<file path="src/rtl/vp_pkg.sv">
// vp_pkg: shared definitions for the video poker machine.
//   - vp_state_e : round sequencer state encoding (also exported on the GUI state port)
//   - HV_*       : hand-value constants produced by the resolver (0..9)
//   - vp_mult()  : payout multiplier per hand value; values 10..15 pay nothing
package vp_pkg;

  typedef enum logic [2:0] {
    ST_IDLE      = 3'd0,
    ST_DEBIT     = 3'd1,
    ST_WAIT_DEAL = 3'd2,
    ST_HOLD      = 3'd3,
    ST_WAIT_RES  = 3'd4,
    ST_PAYOUT    = 3'd5
  } vp_state_e;

  localparam logic [3:0] HV_NOTHING        = 4'd0;
  localparam logic [3:0] HV_JACKS_OR_BETTER = 4'd1;
  localparam logic [3:0] HV_TWO_PAIR       = 4'd2;
  localparam logic [3:0] HV_THREE_KIND     = 4'd3;
  localparam logic [3:0] HV_STRAIGHT       = 4'd4;
  localparam logic [3:0] HV_FLUSH          = 4'd5;
  localparam logic [3:0] HV_FULL_HOUSE     = 4'd6;
  localparam logic [3:0] HV_FOUR_KIND      = 4'd7;
  localparam logic [3:0] HV_STRAIGHT_FLUSH = 4'd8;
  localparam logic [3:0] HV_ROYAL_FLUSH    = 4'd9;

  function automatic logic [7:0] vp_mult(input logic [3:0] v);
    logic [7:0] m;
    case (v)
      HV_NOTHING:         m = 8'd0;
      HV_JACKS_OR_BETTER: m = 8'd1;
      HV_TWO_PAIR:        m = 8'd2;
      HV_THREE_KIND:      m = 8'd3;
      HV_STRAIGHT:        m = 8'd4;
      HV_FLUSH:           m = 8'd6;
      HV_FULL_HOUSE:      m = 8'd9;
      HV_FOUR_KIND:       m = 8'd25;
      HV_STRAIGHT_FLUSH:  m = 8'd50;
      HV_ROYAL_FLUSH:     m = 8'd250;
      default:            m = 8'd0;
    endcase
    return m;
  endfunction

endpackage

</file>
<file path="src/rtl/vp_payout_ctr.sv">
// vp_payout_ctr: remaining-payout counter.
//   clk_i, reset_i   : clock, synchronous active-high reset
//   load_i           : load load_val_i (takes priority over decrement)
//   load_val_i [W]   : payout amount for the round
//   dec_i            : decrement by one while non-zero
//   done_o           : remaining count is zero
module vp_payout_ctr #(
  parameter int unsigned W = 12
) (
  input  logic         clk_i,
  input  logic         reset_i,
  input  logic         load_i,
  input  logic [W-1:0] load_val_i,
  input  logic         dec_i,
  output logic         done_o
);

  logic [W-1:0] rem_q, rem_d;

  always_comb begin
    rem_d = rem_q;
    if (load_i) begin
      rem_d = load_val_i;
    end else if (dec_i && (rem_q != '0)) begin
      rem_d = rem_q - W'(1);
    end
  end

  always_ff @(posedge clk_i) begin
    if (reset_i) begin
      rem_q <= '0;
    end else begin
      rem_q <= rem_d;
    end
  end

  assign done_o = (rem_q == '0);

endmodule

</file>
<file path="src/rtl/vp_game_ctrl.sv">
// vp_game_ctrl: round sequencer and credit manager for the video poker machine.
// Optional feature macro: VP_AUTO_DRAW_EN (auto-draw after HOLD_TIMEOUT cycles in HOLD).
// Ports:
//   clk, reset            : clock, synchronous active-high reset
//   coin                  : +1 credit pulse (any state)
//   bet_btn/deal_btn/draw_btn : player button pulses
//   dealt, resolved, value: handshakes from play/resolver; value valid with resolved
//   gui_deal, gui_draw    : one-cycle requests to play
//   credits, bet, win     : credit count, current bet, last round payout
//   state, busy           : FSM state for GUI/debug, high when not IDLE
module vp_game_ctrl
  import vp_pkg::*;
#(
  parameter int unsigned CREDIT_W     = 12,
  parameter int unsigned MAX_BET      = 5,
  parameter int unsigned HOLD_TIMEOUT = 1000
) (
  input  logic                clk,
  input  logic                reset,
  input  logic                coin,
  input  logic                bet_btn,
  input  logic                deal_btn,
  input  logic                draw_btn,
  input  logic                dealt,
  input  logic                resolved,
  input  logic [3:0]          value,
  output logic                gui_deal,
  output logic                gui_draw,
  output logic [CREDIT_W-1:0] credits,
  output logic [2:0]          bet,
  output logic [CREDIT_W-1:0] win,
  output logic [2:0]          state,
  output logic                busy
);

  localparam int unsigned SW = CREDIT_W + 2;

  vp_state_e           state_q, state_d;
  logic [CREDIT_W-1:0] credits_q, credits_d;
  logic [CREDIT_W-1:0] win_q, win_d;
  logic [2:0]          bet_q, bet_d;
  logic                gui_deal_q, gui_deal_d;
  logic                gui_draw_q, gui_draw_d;
  logic                busy_q, busy_d;
  logic                pay_load, pay_done, pay_tick;
  logic                draw_req;
  logic [10:0]         prod;
  logic [SW-1:0]       csum;

`ifdef VP_AUTO_DRAW_EN
  localparam int unsigned HCW = $clog2(HOLD_TIMEOUT) + 1;
  logic [HCW-1:0] hold_cnt_q, hold_cnt_d;

  always_comb begin
    hold_cnt_d = (state_q == ST_HOLD) ? hold_cnt_q + HCW'(1) : '0;
  end

  always_ff @(posedge clk) begin
    if (reset) begin
      hold_cnt_q <= '0;
    end else begin
      hold_cnt_q <= hold_cnt_d;
    end
  end

  assign draw_req = draw_btn | (hold_cnt_q == HCW'(HOLD_TIMEOUT - 1));
`else
  logic [31:0] unused_hold_timeout;
  assign unused_hold_timeout = 32'(HOLD_TIMEOUT);
  assign draw_req = draw_btn;
`endif

  // Product <= 7*250 = 1750, fits 11 bits.
  assign prod     = 11'(bet_q) * 11'(vp_mult(value));
  assign pay_tick = (state_q == ST_PAYOUT) && !pay_done;

  vp_payout_ctr #(.W(CREDIT_W)) u_payout_ctr (
    .clk_i      (clk),
    .reset_i    (reset),
    .load_i     (pay_load),
    .load_val_i (win_d),
    .dec_i      (state_q == ST_PAYOUT),
    .done_o     (pay_done)
  );

  always_comb begin
    state_d  = state_q;
    bet_d    = bet_q;
    win_d    = win_q;
    pay_load = 1'b0;
    case (state_q)
      ST_IDLE: begin
        // An accepted deal freezes the bet so the debited amount is unambiguous.
        if (deal_btn && (credits_q >= CREDIT_W'(bet_q))) begin
          state_d = ST_DEBIT;
        end else if (bet_btn) begin
          bet_d = (bet_q == 3'(MAX_BET)) ? 3'd1 : bet_q + 3'd1;
        end
      end
      ST_DEBIT: begin
        win_d   = '0;
        state_d = ST_WAIT_DEAL;
      end
      ST_WAIT_DEAL: if (dealt)    state_d = ST_HOLD;
      ST_HOLD:      if (draw_req) state_d = ST_WAIT_RES;
      ST_WAIT_RES: begin
        if (resolved) begin
          win_d    = CREDIT_W'(prod);
          pay_load = 1'b1;
          state_d  = ST_PAYOUT;
        end
      end
      ST_PAYOUT:    if (pay_done) state_d = ST_IDLE;
      default:      state_d = ST_IDLE;
    endcase

    // Two guard bits absorb coin + payout tick; debit cannot underflow since
    // DEBIT is only entered with credits >= bet and credits never decrease otherwise.
    csum = SW'(credits_q) + SW'(coin) + SW'(pay_tick);
    if (state_q == ST_DEBIT) begin
      csum = csum - SW'(bet_q);
    end
    credits_d = (csum[SW-1:CREDIT_W] != '0) ? '1 : csum[CREDIT_W-1:0];

    gui_deal_d = (state_d == ST_DEBIT);
    gui_draw_d = (state_q == ST_HOLD) && draw_req;
    busy_d     = (state_d != ST_IDLE);
  end

  always_ff @(posedge clk) begin
    if (reset) begin
      state_q    <= ST_IDLE;
      credits_q  <= '0;
      win_q      <= '0;
      bet_q      <= 3'd1;
      gui_deal_q <= 1'b0;
      gui_draw_q <= 1'b0;
      busy_q     <= 1'b0;
    end else begin
      state_q    <= state_d;
      credits_q  <= credits_d;
      win_q      <= win_d;
      bet_q      <= bet_d;
      gui_deal_q <= gui_deal_d;
      gui_draw_q <= gui_draw_d;
      busy_q     <= busy_d;
    end
  end

  assign gui_deal = gui_deal_q;
  assign gui_draw = gui_draw_q;
  assign credits  = credits_q;
  assign bet      = bet_q;
  assign win      = win_q;
  assign state    = state_q;
  assign busy     = busy_q;

endmodule

</file>
<file path="config.mk">
export PLATFORM = sky130hd
export DESIGN_NAME = vp_game_ctrl
export DESIGN_NICKNAME = d
export VERILOG_FILES = /design/src/rtl/vp_pkg.sv /design/src/rtl/vp_payout_ctr.sv /design/src/rtl/vp_game_ctrl.sv
export SDC_FILE = /design/constraint.sdc
export NUM_CORES = 1
export LEC_CHECK = 0
export CAP_MARGIN = 20
export CORE_UTILIZATION = 55
export CTS_CLUSTER_DIAMETER = 200
export CTS_CLUSTER_SIZE = 40
export DETAILED_ROUTE_END_ITERATION = 12
export PLACE_DENSITY = 0.79
export SYNTH_ARGS = -nofsm -noshare
export SYNTH_HDL_FRONTEND = slang
export SYNTH_HIERARCHICAL = 1
export SYNTH_SLANG_ARGS = --single-unit
</file>
<file path="constraint.sdc">
create_clock -name clk -period 12.44 [get_ports clk]
set_input_delay 2.488 -clock clk [delete_from_list [all_inputs] [get_ports clk]]
set_output_delay 2.488 -clock clk [all_outputs]
set_load 0.01 [all_outputs]
</file>
==> results_dict.tcl <==
set metrics [dict create \
    peakVddDrop_mv 0.0790 \
    numCtsBuffers 5 \
    yosys.area.top_type "dfxtp_1" \
    path_class "input pin to flop" \
    p_leak_nw 1.58 \
    vias 3155 \
    portBuffers 44 \
    crit_top_cell "a21oi_1" \
    drive_above_1_share_pct 5.74 \
    use_met2_pct 46.6 \
    wirelength_mm 7.95 \
    final.min_clock_period_ps 6390 \
    grt-ovfl-total 0 \
    ys_seq_area_share_pct 26.3 \
    dr.pass1.iters 5 \
    endpoint_kind "flop" \
    p_per_area_nw_per_um2 136 \
    wire_per_inst_um 15.0 \
    ys_top_cells_by_count "45 x dfxtp_1, 35 x a21oi_1, 33 x nor2_1" \
    finalCritPeriodShare_pct 51.3 \
    grt_pass1_wl_mm 13.3 \
    fmax_ghz 0.157 \
    slew_violations 0 \
    die_w_um 80.9 \
    rsz0062_at_grt "false" \
    synth_area_leaders "dfxtp_1 26%, ha_1 6.9%, fa_1 5.3%" \
    route.detailed.drc 0 \
    synth-edff-count 0 \
    grt_max_degree 46 \
    syn2layout_area_growth_pct 16.1 \
    rows 28 \
    final.setup.tns_ps 0 \
    antenna_cells 0 \
    numClockSinks 45 \
    ctsLongestPathBuffers 2 \
    cts_resized 0 \
    synth_cells 420 \
    crit_arrival_ps 6560 \
    grt_pass1_vias 2918 \
    clk_latency_ps 310 \
    initial_utilization_pct 57.5 \
    vias_per_cell 5.98 \
    syn_avg_cell_area_um2 8.16 \
    ys_async_sr_fraction_pct 0 \
    cap_violations 0 \
    slowest_delay_ps 760 \
    hold_violations 0 \
    syn_nets 460 \
    globalplace.congestion 0.921 \
    seqCellArea_um2 901 \
    hp-class "flop to flop" \
    setup-violations-final 0 \
    multiInputGateArea_um2 2330 \
    critical_path.max_fanout 9 \
    synthFlopType "dfxtp_1" \
    post-cts-setup-buffer-count 0 \
    worst_ep_required_time_ps 12620 \
    ys_types 65 \
    ys_seq_elements 45 \
    path_delay_family "simple AND/OR/NAND/NOR gates" \
    worstMarginPinSlew_ps 900 \
    synth_top_area_share_pct 26.3 \
    grt.met3_usage_pct 3.60 \
    total_power_w 0.000541 \
    dieHeight_um 80.9 \
    nFillCells 528 \
    antenna_found_initial 0 \
    drt-initial-drc-count 180 \
    cts_max_level 2 \
    met1_usage_pct 32.8 \
    yosysWarningCount 6 \
    cts_tree "built" \
    slew_headroom_pct 39.8 \
    clk_pin_slew_ps 90 \
    post-dp-hpwl_mm 5.77 \
    ant_nets 0 \
    crit_chain "clkdlybuf4s50_1 > nor3b_1 > nand2_1 > o21ai_0 > and2_1 > fa_1 > fa_1 > a21o_1 > a21oi_1 > o21bai_1 > a21oi_1 > nor2b_1 > nor2_1 > o21bai_1 > a21oi_1 > or2_2 > o41ai_1" \
    grt-busiest-layer "met2" \
    die_area_um2 6550 \
    synth.most_common_cell "dfxtp_1" \
    crit_path_start_kind "input pin" \
    nets 492 \
    crit_path_top_delay_cell "nor3b_1" \
    crit_buf_inv 1 \
    top_level_ports 45 \
    hold_buffers 0 \
    clockRootBuffer "clkbuf_8" \
    core_um2 5960 \
    outcome "complete, no violations" \
    synth_area_um2 3430 \
    skew_ps 5.00 \
    grt_util_all_layers_pct 26.0 \
]
[kinds of logic after synthesis]
| kind of cell | Yosys count | share of synthesized area (%) |
|---|---|---|
| and+or+nand+nor | 160 | 26.4 |
| AOI/OAI and AO/OA | 105 | 20.7 |
| buffers and inverters | 50 | 5.92 |
| DFF | 45 | 26.3 |
| adders and majority gates | 28 | 12.2 |
| xor gates and xnor gates | 26 | 6.65 |
| muxes | 6 | 1.79 |
[stage by stage]
step / utilization (%) / setup WS, ps / instance area (um^2) / instances / hold slack (ps)
final: 66.8 / 6050 / 3980 / 528 / 520
after global routing: 66.8 / 5760 / 3980 / 528 / 539
after CTS: 66.8 / 6100 / 3980 / 528 / 518
after detailed placement: 65.3 / 5790 / 3890 / 520 / 499
after global placement: 65.3 / 5920 / 3890 / 520 / 500
after floorplan: - / 6730 / 3430 / 420 / 469
[report_power, final]
part	internal (W)	total [W]	switching (W)
clock	0.0000400	0.0000968	0.0000568
combinational	0.000117	0.000243	0.000126
sequential	0.000164	0.000201	0.0000368
total	0.000321	0.000541	0.000219
[worst reg2reg max path, stage by stage, from the launching register on]
cell     delay, ps
dfxtp_1        320
inv_1          100
ha_1           160
or4b_2         660
nor3_2         610
nor2b_1        210
fa_1           470
ha_1           320
xor2_1         190
ha_1           330
nand2_1         70
and3_1         200
o21a_1         250
nand4_1        210
o21ba_2        270
nor2_2         420
a21oi_1        130
[flip-flops by register name (all words and copies together) (netlist names)]
signal	count
credits	12
win	12
state	3
gui_deal	1
gui_draw	1
busy	1
u_payout_ctr/rem_q	12
bet	3
[metal layers]
| layer | up-vias | share of wire, % |
|---|---|---|
| met5 | - | 0 |
| met4 | 0 | 0.77 |
| met3 | 7 | 3.7 |
| met2 | 68 | 51 |
| met1 | 1519 | 45 |
| li1 | 1561 | - |
[final timing paths]
check,depth (start not counted),end,slack [ps],from
hold / removal,2,u_payout_ctr/rem_q[7],520,u_payout_ctr/rem_q[7]
setup reg to reg,16,credits[5],7380,u_payout_ctr/rem_q[0]
hold reg to reg,2,u_payout_ctr/rem_q[7],520,u_payout_ctr/rem_q[7]
setup / recovery,17,u_payout_ctr/rem_q[10],6050,value[3]
[cell type report]
| cell class | instances | share of cell area, % |
|---|---|---|
| Tap cell | 75 | 2.36 |
| Clock buffer | 5 | 1.73 |
| Inverter | 29 | 2.74 |
| Sequential cell | 45 | 22.7 |
| Clock inverter | 3 | 0.535 |
| Multi-Input combinational cell | 325 | 58.5 |
| Timing Repair Buffer | 46 | 11.5 |
[placed cells by master, fill, tap and decap left out, types with 3 or more instances in the layout]
| cell | Yosys | final |
|---|---|---|
| a22o_1 | 9 | 9 |
| nand3_1 | 14 | 14 |
| xor2_1 | 6 | 6 |
| inv_1 | 29 | 29 |
| nor2b_1 | 15 | 15 |
| o21a_1 | 3 | 3 |
| nand3b_1 | 6 | 6 |
| nor4_1 | 4 | 4 |
| a31oi_1 | 6 | 6 |
| xnor2_1 | 20 | 20 |
| a21o_1 | 4 | 4 |
| and3_1 | 3 | 3 |
| o21ai_0 | 14 | 14 |
| a21oi_1 | 35 | 35 |
| o31ai_1 | 5 | 5 |
| o21bai_1 | 4 | 4 |
| a311oi_1 | 3 | 3 |
| clkdlybuf4s50_1 | 0 | 44 |
| dfxtp_1 | 45 | 45 |
| nor2_1 | 33 | 33 |
| clkbuf_8 | 0 | 5 |
| nor3b_1 | 8 | 7 |
| ha_1 | 19 | 19 |
| nor3_1 | 7 | 7 |
| a32o_1 | 3 | 3 |
| or3_1 | 4 | 4 |
| nand4_1 | 4 | 4 |
| nand2b_1 | 6 | 6 |
| nand2_1 | 25 | 25 |
| or4_1 | 5 | 5 |
| fa_1 | 9 | 9 |
| mux2i_1 | 5 | 5 |
| o2111ai_1 | 3 | 3 |
| and2_1 | 9 | 9 |
(Power assumes the default switching activity.)
